$ cat src/rtl/vga_pkg.sv
// Shared constants, FSM encoding and small helpers for the VGA receive monitor.
package vga_pkg;

    localparam int H_ACTIVE_DEF = 640;
    localparam int V_ACTIVE_DEF = 480;

    localparam logic [15:0] CRC_POLY = 16'h1021;
    localparam logic [15:0] CRC_INIT = 16'hFFFF;

    typedef enum logic [1:0] {
        SEARCH  = 2'd0,
        MEASURE = 2'd1,
        LOCKED  = 2'd2
    } mon_state_t;

    // Coordinates and line counts stick at all-ones instead of wrapping.
    function automatic logic [15:0] sat_inc16(input logic [15:0] v);
        return (v == 16'hFFFF) ? v : v + 16'd1;
    endfunction

endpackage

$ cat src/rtl/crc16_step.sv
// One CRC-16-CCITT update over a full 16-bit word, MSB first, no reflection.
module crc16_step
    import vga_pkg::*;
(
    input  logic [15:0] crc,
    input  logic [15:0] data,
    output logic [15:0] crc_next
);

    logic [15:0] acc;

    always_comb begin
        acc = crc;
        for (int i = 15; i >= 0; i--) begin
            if (acc[15] ^ data[i]) begin
                acc = {acc[14:0], 1'b0} ^ CRC_POLY;
            end else begin
                acc = {acc[14:0], 1'b0};
            end
        end
        crc_next = acc;
    end

endmodule

$ cat src/rtl/vga_rx_monitor.sv
// Recovers pixel coordinates from a DE-framed VGA stream, measures its timing,
// signs each frame with a CRC and tracks lock against the expected geometry.
module vga_rx_monitor
    import vga_pkg::*;
#(
    parameter int H_ACTIVE = H_ACTIVE_DEF,
    parameter int V_ACTIVE = V_ACTIVE_DEF,
    parameter bit SYNC_POL = 1'b0
) (
    input  logic        pix_clk,
    input  logic        pix_rstn,
    input  logic        vga_hsync,
    input  logic        vga_vsync,
    input  logic        vga_de,
    input  logic [4:0]  vga_r,
    input  logic [5:0]  vga_g,
    input  logic [4:0]  vga_b,
    output logic [15:0] rx_x,
    output logic [15:0] rx_y,
    output logic        pix_valid,
    output logic [15:0] pix_data,
    output logic        frame_done,
    output logic [15:0] frame_crc,
    output logic [15:0] meas_h,
    output logic [15:0] meas_v,
    output logic        locked,
    output logic [7:0]  err_cnt
);

    localparam logic [15:0] H_EXP = 16'(H_ACTIVE);
    localparam logic [15:0] V_EXP = 16'(V_ACTIVE);

    logic        hs_q, vs_q, de_q, vs_d, de_d;
    logic [15:0] rgb_q;
    logic        unused_hsync;

    logic        vs_act, vs_act_d, vs_edge, de_rise, de_fall;
    logic [15:0] line_len, lines_now;
    logic        len_err, sync_de_err, line_err, count_err, frame_bad;

    logic [15:0] crc_run, crc_step;
    logic        frame_err, seen_edge;

    mon_state_t  state, state_next;
    logic        err_event;

    // Sync levels reset to their idle value so release cannot fake a vsync edge.
    always_ff @(posedge pix_clk) begin
        if (!pix_rstn) begin
            hs_q  <= ~SYNC_POL;
            vs_q  <= ~SYNC_POL;
            vs_d  <= ~SYNC_POL;
            de_q  <= 1'b0;
            de_d  <= 1'b0;
            rgb_q <= 16'h0000;
        end else begin
            hs_q  <= vga_hsync;
            vs_q  <= vga_vsync;
            de_q  <= vga_de;
            rgb_q <= {vga_r, vga_g, vga_b};
            vs_d  <= vs_q;
            de_d  <= de_q;
        end
    end

    // Line framing comes entirely from DE; hsync is only captured.
    assign unused_hsync = hs_q;

    assign vs_act   = (vs_q == SYNC_POL);
    assign vs_act_d = (vs_d == SYNC_POL);
    assign vs_edge  = vs_act & ~vs_act_d;
    assign de_rise  = de_q & ~de_d;
    assign de_fall  = ~de_q & de_d;

    assign line_len  = sat_inc16(rx_x);
    assign lines_now = de_fall ? sat_inc16(rx_y) : rx_y;

    // A burst of DE inside vsync is reported once, not again as a short line.
    assign len_err     = de_fall & ~vs_act & (line_len != H_EXP);
    assign sync_de_err = de_q & vs_act & ~(de_d & vs_act_d);
    assign line_err    = len_err | sync_de_err;
    assign count_err   = vs_edge & (lines_now != V_EXP);
    assign frame_bad   = frame_err | line_err;

    crc16_step u_crc (
        .crc      (crc_run),
        .data     (rgb_q),
        .crc_next (crc_step)
    );

    // The first vsync edge after reset only opens a frame; nothing is reported for it.
    always_ff @(posedge pix_clk) begin
        if (!pix_rstn) begin
            rx_x       <= 16'h0000;
            rx_y       <= 16'h0000;
            pix_valid  <= 1'b0;
            pix_data   <= 16'h0000;
            meas_h     <= 16'h0000;
            meas_v     <= 16'h0000;
            frame_crc  <= CRC_INIT;
            crc_run    <= CRC_INIT;
            frame_done <= 1'b0;
            frame_err  <= 1'b0;
            seen_edge  <= 1'b0;
        end else begin
            pix_valid  <= de_q;
            frame_done <= 1'b0;
            if (de_q) begin
                rx_x     <= de_rise ? 16'h0000 : sat_inc16(rx_x);
                pix_data <= rgb_q;
            end
            if (de_fall) begin
                meas_h <= line_len;
            end
            if (vs_edge) begin
                rx_y      <= 16'h0000;
                frame_err <= 1'b0;
                crc_run   <= CRC_INIT;
                seen_edge <= 1'b1;
                if (seen_edge) begin
                    meas_v     <= lines_now;
                    frame_crc  <= crc_run;
                    frame_done <= (lines_now != 16'h0000);
                end
            end else begin
                rx_y <= lines_now;
                if (line_err) begin
                    frame_err <= 1'b1;
                end
                if (de_q) begin
                    crc_run <= crc_step;
                end
            end
        end
    end

    always_ff @(posedge pix_clk) begin
        if (!pix_rstn) begin
            state <= SEARCH;
        end else begin
            state <= state_next;
        end
    end

    always_comb begin
        state_next = state;
        unique case (state)
            SEARCH:  if (vs_edge) state_next = MEASURE;
            MEASURE: if (vs_edge && !frame_bad && (lines_now == V_EXP)) state_next = LOCKED;
            LOCKED:  if (line_err || count_err) state_next = SEARCH;
            default: state_next = SEARCH;
        endcase
    end

    always_comb begin
        locked    = (state == LOCKED);
        err_event = (state == LOCKED) & (line_err | count_err);
    end

    always_ff @(posedge pix_clk) begin
        if (!pix_rstn) begin
            err_cnt <= 8'h00;
        end else if (err_event && (err_cnt != 8'hFF)) begin
            err_cnt <= err_cnt + 8'h01;
        end
    end

endmodule

$ cat config.mk
export PLATFORM = sky130hd
export DESIGN_NAME = vga_rx_monitor
export DESIGN_NICKNAME = d
export VERILOG_FILES = /design/src/rtl/vga_pkg.sv /design/src/rtl/crc16_step.sv /design/src/rtl/vga_rx_monitor.sv
export SDC_FILE = /design/constraint.sdc
export NUM_CORES = 1
export LEC_CHECK = 0
export CAP_MARGIN = 40
export CORE_MARGIN = 2
export CORE_UTILIZATION = 34
export CTS_CLUSTER_DIAMETER = 40
export DETAILED_ROUTE_END_ITERATION = 10
export SETUP_SLACK_MARGIN = 0.05
export SYNTH_ARGS = -nofsm -noshare
export SYNTH_HDL_FRONTEND = slang
export SYNTH_SLANG_ARGS = --single-unit
$ cat constraint.sdc
create_clock -name pix_clk -period 6 [get_ports pix_clk]
set_clock_uncertainty 0.15 [all_clocks]
set_input_delay 1.2 -clock pix_clk [delete_from_list [all_inputs] [get_ports pix_clk]]
set_output_delay 1.2 -clock pix_clk [all_outputs]
set_load 0.05 [all_outputs]
== Yosys cells after proc, flatten, opt, wreduce, memory -nomap -nowiden ==
Cells that the tools add are included.
Widths: inputs -> output; s select.

* Equality and inequality tests: 11
* Multiplexer cells: 24
* Reductions and logical operators: 11
* Bitwise logic cells: 51
* Add/subtract/negate cells: 3

{| class="wikitable"
|+ Operators by type and width
! operator !! count
|-
| $mux 13 || 16
|-
| $mux 16 || 4
|-
| $not 3->3 || 16
|-
| $add 16x1->16 const B || 2
|-
| $eq 16x16->1 const B || 2
|-
| $eq 16x9->1 const B || 1
|-
| $ne 16x10->1 const B || 1
|-
| $ne 16x9->1 const B || 1
|-
| $reduce_bool 16->1 || 1
|-
| $xor 1x1->1 || 16
|-
| $and 1x1->1 || 10
|-
| $add 8x1->8 const B || 1
|-
| $ne 8x8->1 const B || 1
|-
| $mux 2 || 3
|-
| $not 1->1 || 6
|-
| $pmux 2 s3 || 1
|-
| $reduce_and 3->1 || 2
|-
| $ne 2x2->1 const B || 2
|-
| $logic_and 1x1->1 || 3
|-
| $or 1x1->1 || 3
|-
| $eq 2x1->1 const B || 1
|-
| $eq 2x2->1 const B || 1
|-
| $logic_not 2->1 || 1
|-
| $ne 2x1->1 const B || 1
|-
| 4 further kinds || 4
|}

* Flip-flop bits (word level): 145
* Output and inout port bits: 107
* Word-level logic and storage cells: 117
* Bits of input ports: 21

== Longest topological paths before layout ==
Gate-level depths: netlist (run 1).

* Word-level depth: 32
* Gate-level depth with buffers: 11
* Gate-level depth less buffers: 9

== By module ==
From an unflattened synthesis (run 1), not the netlist that was laid out.

* Cell total of the unflattened synthesis: 786
* Area, all modules: 6876.6 um2

{| class="wikitable"
|+ By module, submodules not included
! module !! cells an instance !! area an instance (um2) !! instances !! seq. area each (um2)
|-
| vga_rx_monitor || 736 || 6317.3 || 1 || 2902.8
|-
| crc16_step || 50 || 559.3 || 1 || 0.0
|}

== Least setup slack after synthesis (run 1) ==
OpenSTA, ideal clock, no wires.

* Kind: reg-to-reg
* From: register rx_y[0]
* To: register err_cnt[6]
* Cell stages (with the launch flop): 11
* Path buffers: 1
* Path slack: 2.767 ns
* Data required time: 5.734 ns
* Data arrival time: 2.967 ns
* Setup time: 0.116 ns
* Clock period less this slack: 3.233 ns
* Cell sequence: dfxtp_1 ha_1 nand4_4 and4_4 a311o_1 a211oi_2 nand4bb_2 a221oi_4 buf_6 nor2_1 o211a_1

* Cells in the longest elaborated chain, start to end: 8
* Elaborated cells between the ends (all ways): 9
* Those cells by class: add/sub (1); eq/ne (2); mux (2); bitwise (3); reduce/logical (1)

{| class="wikitable"
|+ Ends and longest elaborated chain
! element !! RTL line !! text
|-
| start, declared || vga_rx_monitor.sv:19 || <nowiki>output logic [15:0] rx_y,</nowiki>
|-
| start signal, assigned || vga_rx_monitor.sv:126 || <nowiki>rx_y <= lines_now;</nowiki>
|-
| $add 16x1->16 or $eq 16x16->1 (tied branches) || vga_pkg.sv:18 || <nowiki>return (v == 16'hFFFF) ? v : v + 16'd1;</nowiki>
|-
| $mux 16 || vga_pkg.sv:18 ||
|-
| $mux 16 * || vga_rx_monitor.sv:76 || <nowiki>assign lines_now = de_fall ? sat_inc16(rx_y) : rx_y;</nowiki>
|-
| $ne 16x9->1 * || vga_rx_monitor.sv:82 || <nowiki>assign count_err = vs_edge & (lines_now != V_EXP);</nowiki>
|-
| $and 1x1->1 * || vga_rx_monitor.sv:82 ||
|-
| $or 1x1->1 * || vga_rx_monitor.sv:157 || <nowiki>err_event = (state == LOCKED) & (line_err | count_err);</nowiki>
|-
| $and 1x1->1 * || vga_rx_monitor.sv:157 ||
|-
| $logic_and 1x1->1 * || vga_rx_monitor.sv:163 || <nowiki>end else if (err_event && (err_cnt != 8'hFF)) begin</nowiki>
|-
| end signal, assigned || vga_rx_monitor.sv:164 || <nowiki>err_cnt <= err_cnt + 8'h01;</nowiki>
|-
| end, declared || vga_rx_monitor.sv:27 || <nowiki>output logic [7:0] err_cnt</nowiki>
|}

Every way passes the cells marked *; elsewhere a longest branch is shown, timed or not.
A chain may end at the register's enable or synchronous reset.

== Worst setup path in the final report (run 1) ==
* From: register rx_x[0]
* To: register err_cnt[1]

* Cells in the longest elaborated chain, start to end: 8
* Elaborated cells between the ends (all ways): 9
* Those cells by class: add/sub (1); eq/ne (2); mux (1); bitwise (4); reduce/logical (1)

{| class="wikitable"
|+ Ends and longest elaborated chain
! element !! RTL line !! text
|-
| start, declared || vga_rx_monitor.sv:18 || <nowiki>output logic [15:0] rx_x,</nowiki>
|-
| start signal, assigned || vga_rx_monitor.sv:109 || <nowiki>rx_x <= de_rise ? 16'h0000 : sat_inc16(rx_x);</nowiki>
|-
| $add 16x1->16 or $eq 16x16->1 (tied branches) || vga_pkg.sv:18 ||
|-
| $mux 16 * || n/a ||
|-
| $ne 16x10->1 * || vga_rx_monitor.sv:79 || <nowiki>assign len_err = de_fall & ~vs_act & (line_len != H_EXP);</nowiki>
|-
| $and 1x1->1 * || vga_rx_monitor.sv:79 ||
|-
| $or 1x1->1 * || vga_rx_monitor.sv:81 || <nowiki>assign line_err = len_err | sync_de_err;</nowiki>
|-
| $or 1x1->1 * || vga_rx_monitor.sv:157 ||
|-
| $and 1x1->1 * || vga_rx_monitor.sv:157 ||
|-
| $logic_and 1x1->1 * || vga_rx_monitor.sv:163 ||
|}

Marked as above.

==> flow_summary.json, run 1 <==
{
  "dp_slack_ns": 2.464,
  "io_buffers": 126,
  "maxSlewViolCount": 0,
  "grt-ovfl-total": 0,
  "reg2reg_to": "err_cnt[1]",
  "cts_hold_buffers": 0,
  "drc": 0,
  "vias_per_cell": 5.018,
  "mostFrequentLayoutCells": "dfxtp_1, clkdlybuf4s50_1, nand2_1",
  "syn_area_per_cell_um2": 8.525,
  "n_fill_cell": 1965,
  "grt_pass1_wl_um": 28490,
  "m1WireLength_um": 8629,
  "whs_endpoint": "state[0]",
  "dieArea_um2": 21180,
  "dr.first_iter.drc_count": 314,
  "tritoncts": "done",
  "rsz0062_at_grt": "no",
  "endpoint_kind": "flip-flop",
  "synth_area_leaders": "dfxtp_1, nand2_1, xnor2_1",
  "fp.dieW_um": 145.5,
  "final_nets": 923,
  "topRoutingLayerUsed": "met4",
  "rows": 51,
  "timing.hold.ws_ns": 0.2944,
  "ys_ff_latch": 145,
  "grt_max_degree": 67,
  "hold_viol": 0,
  "core_um2": 19590,
  "relSlewSlack": 0.4744,
  "synth_edf_count": 0,
  "setup_viol": 0,
  "yosys.area.top_type": "dfxtp_1",
  "power.internal_w": 0.002030,
  "synth_top_area_share": 0.4262,
  "num_vias": 5906,
  "crit_path_start_kind": "flip-flop",
  "initial_core_util": 0.3477,
  "rrSetupSlack_ns": 2.42,
  "place_area_um2": 8217,
  "required_ns": 6.13,
  "cts_buffers": 17,
  "critPathKind": "flip-flop to flip-flop",
  "clock.fmax_mhz": 279.1,
  "power_density_nw_per_um2": 332.5,
  "switchingPower_w": 0.0009086,
  "postRouteAntennaNets": 0,
  "path_max_fanout": 15,
  "hp-class": "flip-flop to flip-flop",
  "place_hpwl_um": 12160,
  "routedWlPerCell_um": 14.75,
  "p_leak_nw": 3.150,
  "switching_share": 0.3092,
  "ys_seq_area_frac": 0.4262,
  "wl_met2_um": 7539,
  "synth_cells": 799,
  "clock_latency_ns": 0.43,
  "synthFlopType": "dfxtp_1",
  "design_area_um2": 8838,
  "cts_sinks": 145,
  "async_flop_share": 0,
  "htreeDepth": 4,
  "post-route-min-period_ns": 3.583,
  "wl_met3_um": 888,
  "cts_resized": 0,
  "grt_pass1_vias": 5368,
  "antenna_found_initial": 0,
  "n_antenna_cell": 0,
  "pwr-share-comb": 0.254,
  "whs_path_depth": 1,
  "worst_pin_slew_ns": 0.7885,
  "synth_area_um2": 6812,
  "first_pass_iters": 6,
  "syn_nets": 823,
  "finalPower_w": 0.002939,
  "setup_tns_ns": 0,
  "place_congestion": 0.8573,
  "outcome": "finished clean",
  "die_h_um": 145.5,
  "critPathArrivalTime_ns": 3.71,
  "drive_gt1_frac": 0.07566,
  "cts.clk_slew.worst_paths_ns": 0.06,
  "fin_crit_sh": 0.5972,
  "clockPowerShare": 0.376,
  "hp-start": "state[1]",
  "pwr-share-seq": 0.369,
  "ys_types": 71,
  "peakVddDrop_mv": 0.2075,
  "cts_buffer_depth": 2,
  "maxCapViolCount": 0,
  "drt_wl_total_um": 17360,
  "track_usage": 0.1649,
  "areaGrowthSynthToFinish_pct": 29.76,
  "reg2reg_depth": 9,
  "postCtsSetupBuffers": 0,
  "rr_startpoint": "rx_x[0]",
  "pin_count": 128,
  "fin_ws_ns": 2.417,
  "startpoint": "rx_x[0]",
  "final_common_cell": "dfxtp_1",
  "cts-root-buf": "clkbuf_16",
  "yosys_warnings": 0
}
==> layout make-up <==
type	count	area (um2)	share of cell area
tap	265	331.6	0.03751
clock inverter	11	141.4	0.01600
clock buffer	21	480.5	0.05436
timing repair buffer	134	1331	0.1506
sequential	145	2904	0.3286
inverter	13	48.80	0.005521
multi-input combinational	588	3601	0.4074
==> cell families after synthesis <==
kind of cell / after synthesis / synth area share
fa+ha+maj: 3 / 0.005511
buf+inv: 66 / 0.04555
flops: 145 / 0.4262
compound gates: 134 / 0.1310
mux: 24 / 0.03527
xor+xnor: 65 / 0.08358
simple gates: 362 / 0.2730
==> stage by stage <==
step	instances	utilization
final	1177	0.4512
after floorplan	799	-
after global routing	1177	0.4512
after detailed placement	1145	0.4194
after CTS	1177	0.4512
after global placement	1142	0.4175
==> power by group through the flow <==
| stage | logic, W | registers [W] | clock network [W] |
|---|---|---|---|
| after floorplan | 0.000583 | 0.00113 | 0 |
| after global placement | 0.000745 | 0.00111 | 0 |
| after detailed placement | 0.000752 | 0.00111 | 0 |
| after CTS | 0.000755 | 0.00109 | 0.00113 |
| after global routing | 0.000837 | 0.00109 | 0.00117 |
| final | 0.000748 | 0.00109 | 0.00111 |
==> Yosys cell counts (all sizes together), types with 4 or more instances <==
library cell	number
a211oi	23
a21oi	43
a31oi	5
and2	23
and3	15
and4	9
buf	22
clkbuf	31
dfxtp	145
inv	13
mux2i	24
nand2	113
nand2b	10
nand3	32
nand4	18
nor2	96
nor2b	4
nor3	10
nor4	9
o211ai	4
o21a	4
o21ai	28
o31ai	4
or3	8
or4	5
xnor2	45
xor2	20
==> layer usage <==
layer  vias to the layer above  track usage
li1                       2984            -
met1                      2741       0.2324
met2                       159       0.2467
met3                        22      0.04075
met4                         0      0.05490
met5                         -            0
==> flip-flops by register name, indices dropped and copies added, names as in the netlist <==
register / cells
err_cnt: 8
meas_v: 16
state: 2
frame_done: 1
frame_err: 1
vs_d: 1
rx_y: 16
pix_valid: 1
vs_q: 1
seen_edge: 1
pix_data: 16
rgb_q: 16
frame_crc: 16
de_q: 1
meas_h: 16
crc_run: 16
rx_x: 16
==> critical path, stage by stage (launching register included) <==
cell and delay [ns]:
dfxtp_1 0.55, ha_1 0.40, nand4_1 0.21, a2111oi_2 0.36, xnor2_1 0.23, a21boi_0 0.37
nand4_2 0.25, a221oi_4 0.63, or3b_2 0.23, a21oi_1 0.05
==> how the worst max path moves through the flow <==
stage | to | slack [ns] | cells after the start
floorplan | err_cnt[6] | 2.77 | 10
global placement | err_cnt[6] | 2.30 | 8
detailed placement | err_cnt[1] | 2.46 | 9
CTS | err_cnt[1] | 2.45 | 9
global route | err_cnt[6] | 2.17 | 9
finish | err_cnt[1] | 2.42 | 9
Note: power is estimated with default switching activity, not from simulation.
==> run 2: changes to the inputs <==
Clock period 6 ns to 3.15 ns, I/O delays scaled along.
==> run 2 against run 1 <==
Power rose by 87%. Cell area grew 2.2%. First-iteration DRC count decreased by 25%. Critical path depth up 1. Largest cell class unchanged.
==> flow_summary.json, run 2 (synthesized netlist as in run 1, its figures left out) <==
{
  "outcome": "finished clean",
  "critPathKind": "flip-flop to flip-flop",
  "clock.fmax_mhz": 342.7,
  "core_um2": 19590,
  "cts_hold_buffers": 0,
  "vias_per_cell": 4.938,
  "final_common_cell": "dfxtp_1",
  "critPathArrivalTime_ns": 3.09,
  "rows": 51,
  "fin_crit_sh": 0.9263,
  "io_buffers": 126,
  "grt_max_degree": 68,
  "setup_tns_ns": 0,
  "hold_viol": 0,
  "maxSlewViolCount": 0,
  "n_fill_cell": 1977,
  "path_max_fanout": 15,
  "setup_viol": 0,
  "place_congestion": 0.8702,
  "antenna_found_initial": 0,
  "place_hpwl_um": 12850,
  "endpoint_kind": "flip-flop",
  "rsz0062_at_grt": "no",
  "fin_util": 0.4612,
  "cts_sinks": 145,
  "p_leak_nw": 3.288,
  "cts_buffer_depth": 2,
  "clock_latency_ns": 0.43,
  "grt_pass1_vias": 5407,
  "track_usage": 0.1689,
  "relSlewSlack": 0.5262,
  "dp_slack_ns": 0.1307,
  "grt_pass1_wl_um": 28890,
  "crit_path_start_kind": "flip-flop",
  "maxCapViolCount": 0,
  "drt_wl_total_um": 17750,
  "post-route-min-period_ns": 2.918,
  "routedWlPerCell_um": 14.72,
  "finalPower_w": 0.005492,
  "mostFrequentLayoutCells": "dfxtp_1, clkdlybuf4s50_1, nand2_1",
  "fin_ws_ns": 0.2322,
  "cts.clk_slew.worst_paths_ns": 0.06,
  "cts_buffers": 17,
  "worst_pin_slew_ns": 0.7107,
  "first_pass_iters": 5,
  "dr.first_iter.drc_count": 234,
  "postRouteAntennaNets": 0,
  "htreeDepth": 4,
  "drive_gt1_frac": 0.1116,
  "peakVddDrop_mv": 0.3757,
  "pin_count": 128,
  "grt-ovfl-total": 0,
  "initial_core_util": 0.3477,
  "dieArea_um2": 21180,
  "num_vias": 5955,
  "power_density_nw_per_um2": 607.9,
  "fp.dieW_um": 145.5,
  "drc": 0,
  "cts-root-buf": "clkbuf_16",
  "die_h_um": 145.5,
  "final_nets": 952,
  "required_ns": 3.32,
  "hp-class": "flip-flop to flip-flop",
  "tritoncts": "done",
  "n_antenna_cell": 0,
  "areaGrowthSynthToFinish_pct": 32.64
}
==> run 2: changes by cell type in the layout (fill, tap and decap cells not counted), sizes merged <==
cell,delta
buf,+29
bufinv,-1
clkinv,-1
clkinvlp,+2
inv,+3
clkbuf,-3
==> run 2: what timing repair did <==
action | CTS | global route
buffers inserted | 0 | 1
setup endpoints to repair | 0 | 8
resized for setup | 0 | 5
==> run 2: power breakdown <==
part           internal [W]  total [W]  switching, W
clock network       0.00113    0.00200      0.000863
registers           0.00195    0.00206      0.000109
logic              0.000652    0.00144      0.000786
==> run 2: final cells by class <==
type                       instances  area, um2  share of cell area
clock inverter                    14      142.6             0.01579
timing repair buffer             163       1546              0.1712
multi-input combinational        588       3616              0.4002
tap                              265      331.6             0.03670
inverter                          13      48.80            0.005401
clock buffer                      18      439.2             0.04861
sequential                       145       2910              0.3221
==> run 2: layer usage <==
metal | GRT usage | wire, um | vias to the layer above
li1 | - | - | 3026
met1 | 0.2341 | 8735 | 2762
met2 | 0.2566 | 7939 | 151
met3 | 0.04451 | 850 | 16
met4 | 0.05343 | 223 | 0
met5 | 0 | 0 | -
==> run 2: final timing paths <==
path / depth (start not counted) / endpoint / slack (ns) / from
worst max-delay path: 10 / err_cnt[6] / 0.23 / rx_y[1]
worst min-delay path: 1 / state[0] / 0.30 / state[1]
worst max register to register: 10 / err_cnt[6] / 0.23 / rx_y[1]
worst min register to register: 1 / state[0] / 0.30 / state[1]
==> run 2: per-stage QoR <==
stage | instance area (um2) | hold slack (ns) | std cells
final | 9035 | 0.2986 | 1206
after global routing | 9035 | 0.3242 | 1206
after CTS | 9011 | 0.2913 | 1205
after detailed placement | 8429 | 0.2807 | 1173
after global placement | 8429 | 0.2776 | 1173
after floorplan | 6817 | 0.2589 | 799
==> run 2: critical path, cell delays in order (launching register included) <==
cell,delay [ns]
dfxtp_2,0.38
ha_2,0.28
nand4_4,0.24
and4_4,0.26
a311o_1,0.32
a211oi_2,0.28
nand4bb_2,0.18
a221oi_4,0.24
buf_4,0.23
nor2_1,0.06
o211a_1,0.19
